<file path="config.mk">
export PLATFORM = sky130hd
export DESIGN_NAME = div_unit_flat
export DESIGN_NICKNAME = d
export VERILOG_FILES = /design/src/rtl/div_pkg.sv /design/src/rtl/div_if.sv /design/src/rtl/div_step.sv /design/src/rtl/div_unit.sv /design/src/flat_wrapper.sv
export SDC_FILE = /design/constraint.sdc
export NUM_CORES = 1
export LEC_CHECK = 0
export CAP_MARGIN = 20
export CORE_MARGIN = 5
export CORE_UTILIZATION = 49
export DETAILED_ROUTE_END_ITERATION = 10
export PLACE_DENSITY = 0.76
export SYNTH_ARGS = -nofsm -noshare
export SYNTH_HDL_FRONTEND = slang
export SYNTH_SLANG_ARGS = --single-unit
</file>
<file path="constraint.sdc">
create_clock -name clk -period 2.5 [get_ports clk]
set_clock_uncertainty 0.2 [all_clocks]
set_input_delay 0.375 -clock clk [delete_from_list [all_inputs] [get_ports clk]]
set_output_delay 0.375 -clock clk [all_outputs]
set_load 0.02 [all_outputs]
</file>
<file path="src/rtl/div_pkg.sv">
// div_pkg: shared state codes for the iterative divider
package div_pkg;
    typedef enum logic [1:0] {
        DIV_IDLE = 2'd0,
        DIV_RUN  = 2'd1,
        DIV_DONE = 2'd2
    } div_state_t;
endpackage

</file>
<file path="src/rtl/div_if.sv">
// div_if: request/result bundle between the control unit and the divider
interface div_if #(parameter int WIDTH = 8);
    logic             start;
    logic [WIDTH-1:0] dividend;
    logic [WIDTH-1:0] divisor;
    logic             busy;
    logic             done;
    logic [WIDTH-1:0] quotient;
    logic [WIDTH-1:0] remainder;
    logic             div_by_zero;
    modport master (output start, dividend, divisor,
                    input  busy, done, quotient, remainder, div_by_zero);
    modport slave  (input  start, dividend, divisor,
                    output busy, done, quotient, remainder, div_by_zero);
endinterface

</file>
<file path="src/rtl/div_step.sv">
// div_step: one restoring division iteration on the {rem,quo} pair
module div_step #(parameter int WIDTH = 8) (
    input  logic [WIDTH-1:0] rem,
    input  logic [WIDTH-1:0] quo,
    input  logic [WIDTH-1:0] divisor,
    output logic [WIDTH-1:0] next_rem,
    output logic [WIDTH-1:0] next_quo
);
    logic [WIDTH:0] shifted;
    logic [WIDTH:0] trial;
    always_comb begin
        shifted  = {rem, quo[WIDTH-1]};
        trial    = shifted - {1'b0, divisor};
        // a negative trial means the shifted remainder was below the divisor, so it fits WIDTH bits
        next_rem = trial[WIDTH] ? shifted[WIDTH-1:0] : trial[WIDTH-1:0];
        next_quo = {quo[WIDTH-2:0], ~trial[WIDTH]};
    end
endmodule

</file>
<file path="src/rtl/div_unit.sv">
// div_unit: iterative unsigned restoring divider, one quotient bit per clock
module div_unit
    import div_pkg::*;
#(parameter int WIDTH = 8) (
    input logic clk,
    input logic rst,
    div_if.slave bus
);
    localparam int CW = $clog2(WIDTH + 1);
    div_state_t       state, state_n;
    logic [CW-1:0]    cnt;
    logic [WIDTH-1:0] rem, quo, dvs, rem_n, quo_n;
    logic             accept, zero_div;
    div_step #(.WIDTH(WIDTH)) u_step (
        .rem      (rem),
        .quo      (quo),
        .divisor  (dvs),
        .next_rem (rem_n),
        .next_quo (quo_n)
    );
    always_comb begin
        accept   = (state != DIV_RUN) && bus.start;
        zero_div = bus.divisor == '0;
        state_n  = accept ? (zero_div ? DIV_DONE : DIV_RUN)
                 : state == DIV_RUN ? (cnt == CW'(1) ? DIV_DONE : DIV_RUN)
                 : DIV_IDLE;
    end
    always_ff @(posedge clk) begin
        if (rst) begin
            state           <= DIV_IDLE;
            cnt             <= '0;
            rem             <= '0;
            quo             <= '0;
            dvs             <= '0;
            bus.busy        <= 1'b0;
            bus.done        <= 1'b0;
            bus.quotient    <= '0;
            bus.remainder   <= '0;
            bus.div_by_zero <= 1'b0;
        end else begin
            state    <= state_n;
            bus.busy <= state_n == DIV_RUN;
            bus.done <= state_n == DIV_DONE;
            if (accept) begin
                dvs             <= bus.divisor;
                rem             <= '0;
                quo             <= bus.dividend;
                cnt             <= CW'(WIDTH);
                bus.div_by_zero <= zero_div;
                if (zero_div) begin
                    bus.quotient  <= '1;
                    bus.remainder <= bus.dividend;
                end
            end else if (state == DIV_RUN) begin
                rem <= rem_n;
                quo <= quo_n;
                cnt <= cnt - 1'b1;
                if (cnt == CW'(1)) begin
                    bus.quotient  <= quo_n;
                    bus.remainder <= rem_n;
                end
            end
        end
    end
endmodule
</file>
<file path="src/flat_wrapper.sv">
// flat-port wrapper written by rule: the top's interface ports become plain ports
module div_unit_flat import div_pkg::*;
#(parameter int WIDTH = 8)
  (clk, rst, bus_start, bus_dividend, bus_divisor, bus_busy, bus_done, bus_quotient, bus_remainder, bus_div_by_zero);
  div_if #(.WIDTH(WIDTH)) bus_i ();
  input logic clk;
  input logic rst;
  input wire logic [$bits(bus_i.start)-1:0] bus_start;
  input wire logic [$bits(bus_i.dividend)-1:0] bus_dividend;
  input wire logic [$bits(bus_i.divisor)-1:0] bus_divisor;
  output wire logic [$bits(bus_i.busy)-1:0] bus_busy;
  output wire logic [$bits(bus_i.done)-1:0] bus_done;
  output wire logic [$bits(bus_i.quotient)-1:0] bus_quotient;
  output wire logic [$bits(bus_i.remainder)-1:0] bus_remainder;
  output wire logic [$bits(bus_i.div_by_zero)-1:0] bus_div_by_zero;
  assign bus_i.start = bus_start;
  assign bus_i.dividend = bus_dividend;
  assign bus_i.divisor = bus_divisor;
  assign bus_busy = bus_i.busy;
  assign bus_done = bus_i.done;
  assign bus_quotient = bus_i.quotient;
  assign bus_remainder = bus_i.remainder;
  assign bus_div_by_zero = bus_i.div_by_zero;
  div_unit #(.WIDTH(WIDTH)) u_core (.clk(clk), .rst(rst), .bus(bus_i));
endmodule
</file>
After elaboration in Yosys (flattened, before gate mapping)
Index checks and enable logic that the tools add are counted.
Widths: inputs -> output; s select.
{"block": "op_classes", "n_addsub": 2, "n_eq_ne": 6, "muxes": 17, "bitwise": 1, "reduce_logical": 6}
{"cell": "$mux 8", "count": 11}
{"cell": "$sub 9x8->9", "count": 1}
{"cell": "$logic_not 8->1", "count": 1}
{"cell": "$mux 2", "count": 4}
{"cell": "$mux 4", "count": 2}
{"cell": "$eq 2x1->1 const B", "count": 2}
{"cell": "$eq 4x1->1 const B", "count": 1}
{"cell": "$reduce_bool 2->1", "count": 2}
{"cell": "$sub 4x1->4 const B", "count": 1}
{"cell": "$reduce_and 3->1", "count": 1}
{"cell": "$eq 2x2->1 const B", "count": 1}
{"cell": "$ne 2x1->1 const B", "count": 1}
{"cell": "$ne 2x2->1 const B", "count": 1}
{"cell": "$reduce_or 2->1", "count": 1}
{"cell": "$logic_and 1x1->1", "count": 1}
{"cell": "$not 1->1", "count": 1}
{"block": "word_totals", "register_bits": 49, "input_bits": 19, "output_inout_bits": 19, "wordCells": 43}

Longest topological paths before layout
{"block": "logic_depth", "ltp_word": 5, "depth_mapped": 10, "ltp_nobuf": 9}

By module
A second synthesis with hierarchy kept.
{"block": "hier_totals", "cells_unflattened": 275, "hier_area_um2": 2493.6}
{"module": "div_unit", "n_inst": 1, "cells_each": 210, "area_each_um2": 1955.6, "seq_area_each_um2": 980.9}
{"module": "div_step", "n_inst": 1, "cells_each": 65, "area_each_um2": 538.0, "seq_area_each_um2": 0.0}

Worst setup path before layout
No wires, ideal clock.
{"block": "synth_timing", "path_kind": "flip-flop to flip-flop", "startpoint": "reg u_core.quo[7]", "endpoint": "reg u_core.bus.remainder[2]", "setup_ns": 0.062, "t_arrival_ns": 2.097, "required_time_ns": 2.238, "path_slack_ns": 0.142, "path_stages_with_launch": 11, "n_path_buf": 1, "period_less_slack_ns": 2.358, "path_cell_list": "dfxtp_1 > inv_1 > ha_1 > fa_1 > nor2b_1 > o31ai_2 > a31oi_1 > nor2_1 > buf_4 > or3_1 > nand3_1"}
{"block": "synth_between", "elab_chain_cells": 5}
{"element": "from (decl)", "line_no": "div_unit.sv:12", "text": "logic [WIDTH-1:0] rem, quo, dvs, rem_n, quo_n;"}
{"element": "from (signal assigned)", "line_no": "div_unit.sv:47", "text": "quo <= bus.dividend;"}
{"element": "from (signal assigned)", "line_no": "div_unit.sv:56", "text": "quo <= quo_n;"}
{"element": "$sub 9x8->9", "line_no": "div_step.sv:13", "text": "trial = shifted - {1'b0, divisor};"}
{"element": "$mux 8", "line_no": "div_step.sv:15", "text": "next_rem = trial[WIDTH] ? shifted[WIDTH-1:0] : trial[WIDTH-1:0];"}
{"element": "$mux 8", "line_no": "div_unit.sv:58", "text": "if (cnt == CW'(1)) begin"}
{"element": "$mux 8", "line_no": "div_unit.sv:54", "text": "end else if (state == DIV_RUN) begin"}
{"element": "$mux 8", "line_no": "div_unit.sv:44", "text": "if (accept) begin"}
{"element": "to (signal assigned)", "line_no": "div_unit.sv:52", "text": "bus.remainder <= bus.dividend;"}
{"element": "to (signal assigned)", "line_no": "div_unit.sv:60", "text": "bus.remainder <= rem_n;"}
{"element": "to (decl)", "line_no": "div_if.sv:14", "text": "output busy, done, quotient, remainder, div_by_zero);"}
No other way between the ends. The select of a mux whose other input is x is not followed.
A chain may end at the register's enable or synchronous reset.

Worst setup path in the final report
{"block": "layout_timing", "startpoint": "reg u_core.quo[7]", "endpoint": "reg u_core.bus.remainder[1]"}
Same word-level chain as after synthesis.

==> results.sh <==
export IMPL_grt_pass1_wl_mm=10.4
export IMPL_vias=2398
export IMPL_dieHeight_um=82.2
export IMPL_routedWlPerCell_um=15.1
export IMPL_r2r_end="u_core.bus.remainder[1]"
export IMPL_cts_inserted_buffers=5
export IMPL_cts_htree_levels=2
export IMPL_netlist_top_cell_by_area="dfxtp_1"
export IMPL_post_place_ws_ns=-0.0748
export IMPL_vias_per_cell=5.58
export IMPL_synthFlopType="dfxtp_1"
export IMPL_hold_path_class="reg -> reg"
export IMPL_syn_nets=341
export IMPL_min_delay_path_depth=2
export IMPL_finalPower_w=0.00193
export IMPL_period_share_pct=96.9
export IMPL_synth_seq_cells=49
export IMPL_period_minus_slack_ns=2.42
export IMPL_vdd_drop_max_v=0.000348
export IMPL_clock_path_buffers=2
export IMPL_start_util_pct=50.3
export IMPL_clkSinkCount=49
export IMPL_p_leak_nw=1.27
export IMPL_synth_area_per_cell_um2=8.22
export IMPL_worstRegToRegCells=10
export IMPL_cp_max_fo=10
export IMPL_post_route_worst_setup_slack_ns=0.0767
export IMPL_maxSlewHeadroom_pct=69.1
export IMPL_drt_pass1_iterations=4
export IMPL_async_flop_share_pct=0
export IMPL_dieArea_um2=6760
export IMPL_ys_top_cells_by_count="dfxtp_1, nand2_1, nor2_1"
export IMPL_crit_path_start_kind="flip-flop"
export IMPL_postCtsHoldBufs=0
export IMPL_synth_top_area_share_pct=38.4
export IMPL_timing_hold_ws_ns=0.266
export IMPL_antenna_found_initial=0
export IMPL_nNetsFinal=389
export IMPL_hold_start="u_core.dvs[5]"
export IMPL_drv_cap=0
export IMPL_cts_tree="built"
export IMPL_yosysMostFrequentCell="dfxtp_1"
export IMPL_synth_edf_count=0
export IMPL_worstPathArrival_ns=2.41
export IMPL_rows=26
export IMPL_instances_no_fill=430
export IMPL_path_clk_slew_ns=0.08
export IMPL_synthCells=311
export IMPL_worst_pin_slew_ns=0.461
export IMPL_drc=0
export IMPL_ant_nets=0
export IMPL_synth_area_um2=2550
export IMPL_drt_wl_total_mm=6.51
export IMPL_seqCellArea_um2=981
export IMPL_ys_warn_count=0
export IMPL_core_area_um2=5070
export IMPL_setup_violations=0
export IMPL_gp_congestion=0.858
export IMPL_grt_ovfl_total=0
export IMPL_rsz0062_at_grt="true"
export IMPL_drt_iter0_drc=181
export IMPL_worstSetupEndpointType="flip-flop"
export IMPL_final_core_util_pct=63.3
export IMPL_status="completed"
export IMPL_gr_usage_all_layers_pct=20.0
export IMPL_p_per_area_nw_per_um2=599
export IMPL_max_freq_mhz=413
export IMPL_first_global_vias=2294
export IMPL_reg2reg_from="u_core.quo[7]"
export IMPL_synth_area_leaders="dfxtp_1, nand2_1, ha_1"
export IMPL_final_max_slew_violation_count=0
export IMPL_clk_latency_ns=0.30
export IMPL_fp_dieW_um=82.2
export IMPL_post_place_cells=420
export IMPL_timing_worst_setup_path_type="reg -> reg"
export IMPL_clockRootBuffer="clkbuf_8"
export IMPL_worstHoldEndpoint="u_core.dvs[5]"
export IMPL_drive_above_1_share_pct=10.8
export IMPL_n_antenna_cell=0
export IMPL_finalHoldViolations=0
export IMPL_numPortBuffers=37
export IMPL_area_growth_pct=25.8
export IMPL_fill_cells=465
export IMPL_multiInputGateArea_um2=1450
export IMPL_cp_required_ns=2.48
export IMPL_grt_max_degree=27
export IMPL_dp_hpwl_mm=4.90
export IMPL_rrSetupSlack_ns=0.08
export IMPL_synth_seq_area_share_pct=38.4
export IMPL_ys_types=51
export IMPL_ios=38
-- what timing repair did --
action | in CTS | in global routing
setup buffers | 0 | 2
setup endpoints to repair | 2 | 14
resized for setup | 1 | 7
pin swaps | 0 | 2
-- worst max path at each step --
stage / slack, ns / endpoint / startpoint / depth (start not counted)
after floorplan: 0.14 / u_core.bus.remainder[2] / u_core.quo[7] / 10
after global placement: -0.007 / u_core.bus.remainder[2] / bus_divisor[6] / 9
after detailed placement: -0.07 / u_core.bus.remainder[2] / bus_divisor[6] / 9
after CTS: 0.01 / u_core.bus.remainder[5] / u_core.dvs[7] / 8
after global routing: -0.03 / u_core.bus.remainder[1] / u_core.quo[7] / 10
final: 0.08 / u_core.bus.remainder[1] / u_core.quo[7] / 10
-- state kept, by name (all words and copies together) (netlist names), 2 cells and up --
register / flops
u_core.bus.quotient: 8
u_core.cnt: 4
u_core.rem: 8
u_core.state: 2
u_core.bus.remainder: 8
u_core.dvs: 8
u_core.quo: 8
-- layout make-up --
cell class	count	area share, %
clock buffer	7	2.38
clock inverter	1	0.234
inverter	16	1.87
multi-input combinational	226	45.0
sequential	49	30.5
tap	70	2.73
timing repair buffer	61	17.3
-- cells by family (layout without fill, tap and decap cells) --
| kind of cell | after synthesis | count (layout) | synth area share (%) |
|---|---|---|---|
| AO/OA/AOI/OAI | 88 | 88 | 23.6 |
| XOR/XNOR | 8 | 8 | 2.74 |
| adder cells (fa/ha/maj) | 11 | 11 | 5.68 |
| buffers and inverters | 36 | 85 | 5.88 |
| flip-flops | 49 | 49 | 38.4 |
| multiplexers | 11 | 11 | 4.31 |
| AND/OR/NAND/NOR | 108 | 108 | 19.4 |
-- per-layer routing --
metal	part of all wire, %	track usage (%)	vias to the layer above
met4	1.2	6.31	0
met3	5.8	4.23	9
li1	-	-	1204
met1	44	25.5	1107
met5	0	0	-
met2	49	33.7	78
-- metrics by stage --
stage | instance area, um2 | TNS [ns]
2_1_floorplan | 2550 | 0
5_1_grt | 3210 | -0.0378
4_1_cts | 3170 | 0
6_report | 3210 | 0
3_5_place_dp | 3090 | -0.207
3_3_place_gp | 3090 | -0.0121
-- cells in the final DEF (no fill, tap or decap), drive strengths merged, types with 6 or more instances in the layout --
cell and count:
a211oi 12, a21oi 20, a31oi 11, buf 24
clkbuf 7, clkdlybuf4s50 37, dfxtp 49, ha 10
inv 16, mux2i 11, nand2 44, nand3 9
nor2 24, nor3 6, o21ai 18
-- worst max-delay path, cell delays in order, from the launching register on --
cell     delay (ns)
dfxtp_1        0.36
inv_1          0.06
ha_1           0.20
fa_2           0.37
nor2b_4        0.16
o31ai_4        0.08
a21o_1         0.18
nor2_1         0.12
buf_6          0.16
nor4_1         0.06
or3_1          0.36
-- where the power goes --
group / internal [W] / switching [W] / total (W) / leakage (nW)
clock: 0.000198 / 0.000255 / 0.000453 / 0.0385
sequential: 0.000828 / 0.0000383 / 0.000866 / 0.400
combinational: 0.000276 / 0.000330 / 0.000606 / 0.834
total: 0.00130 / 0.000623 / 0.00193 / 1.27
Note: power is estimated with default switching activity, not from simulation.
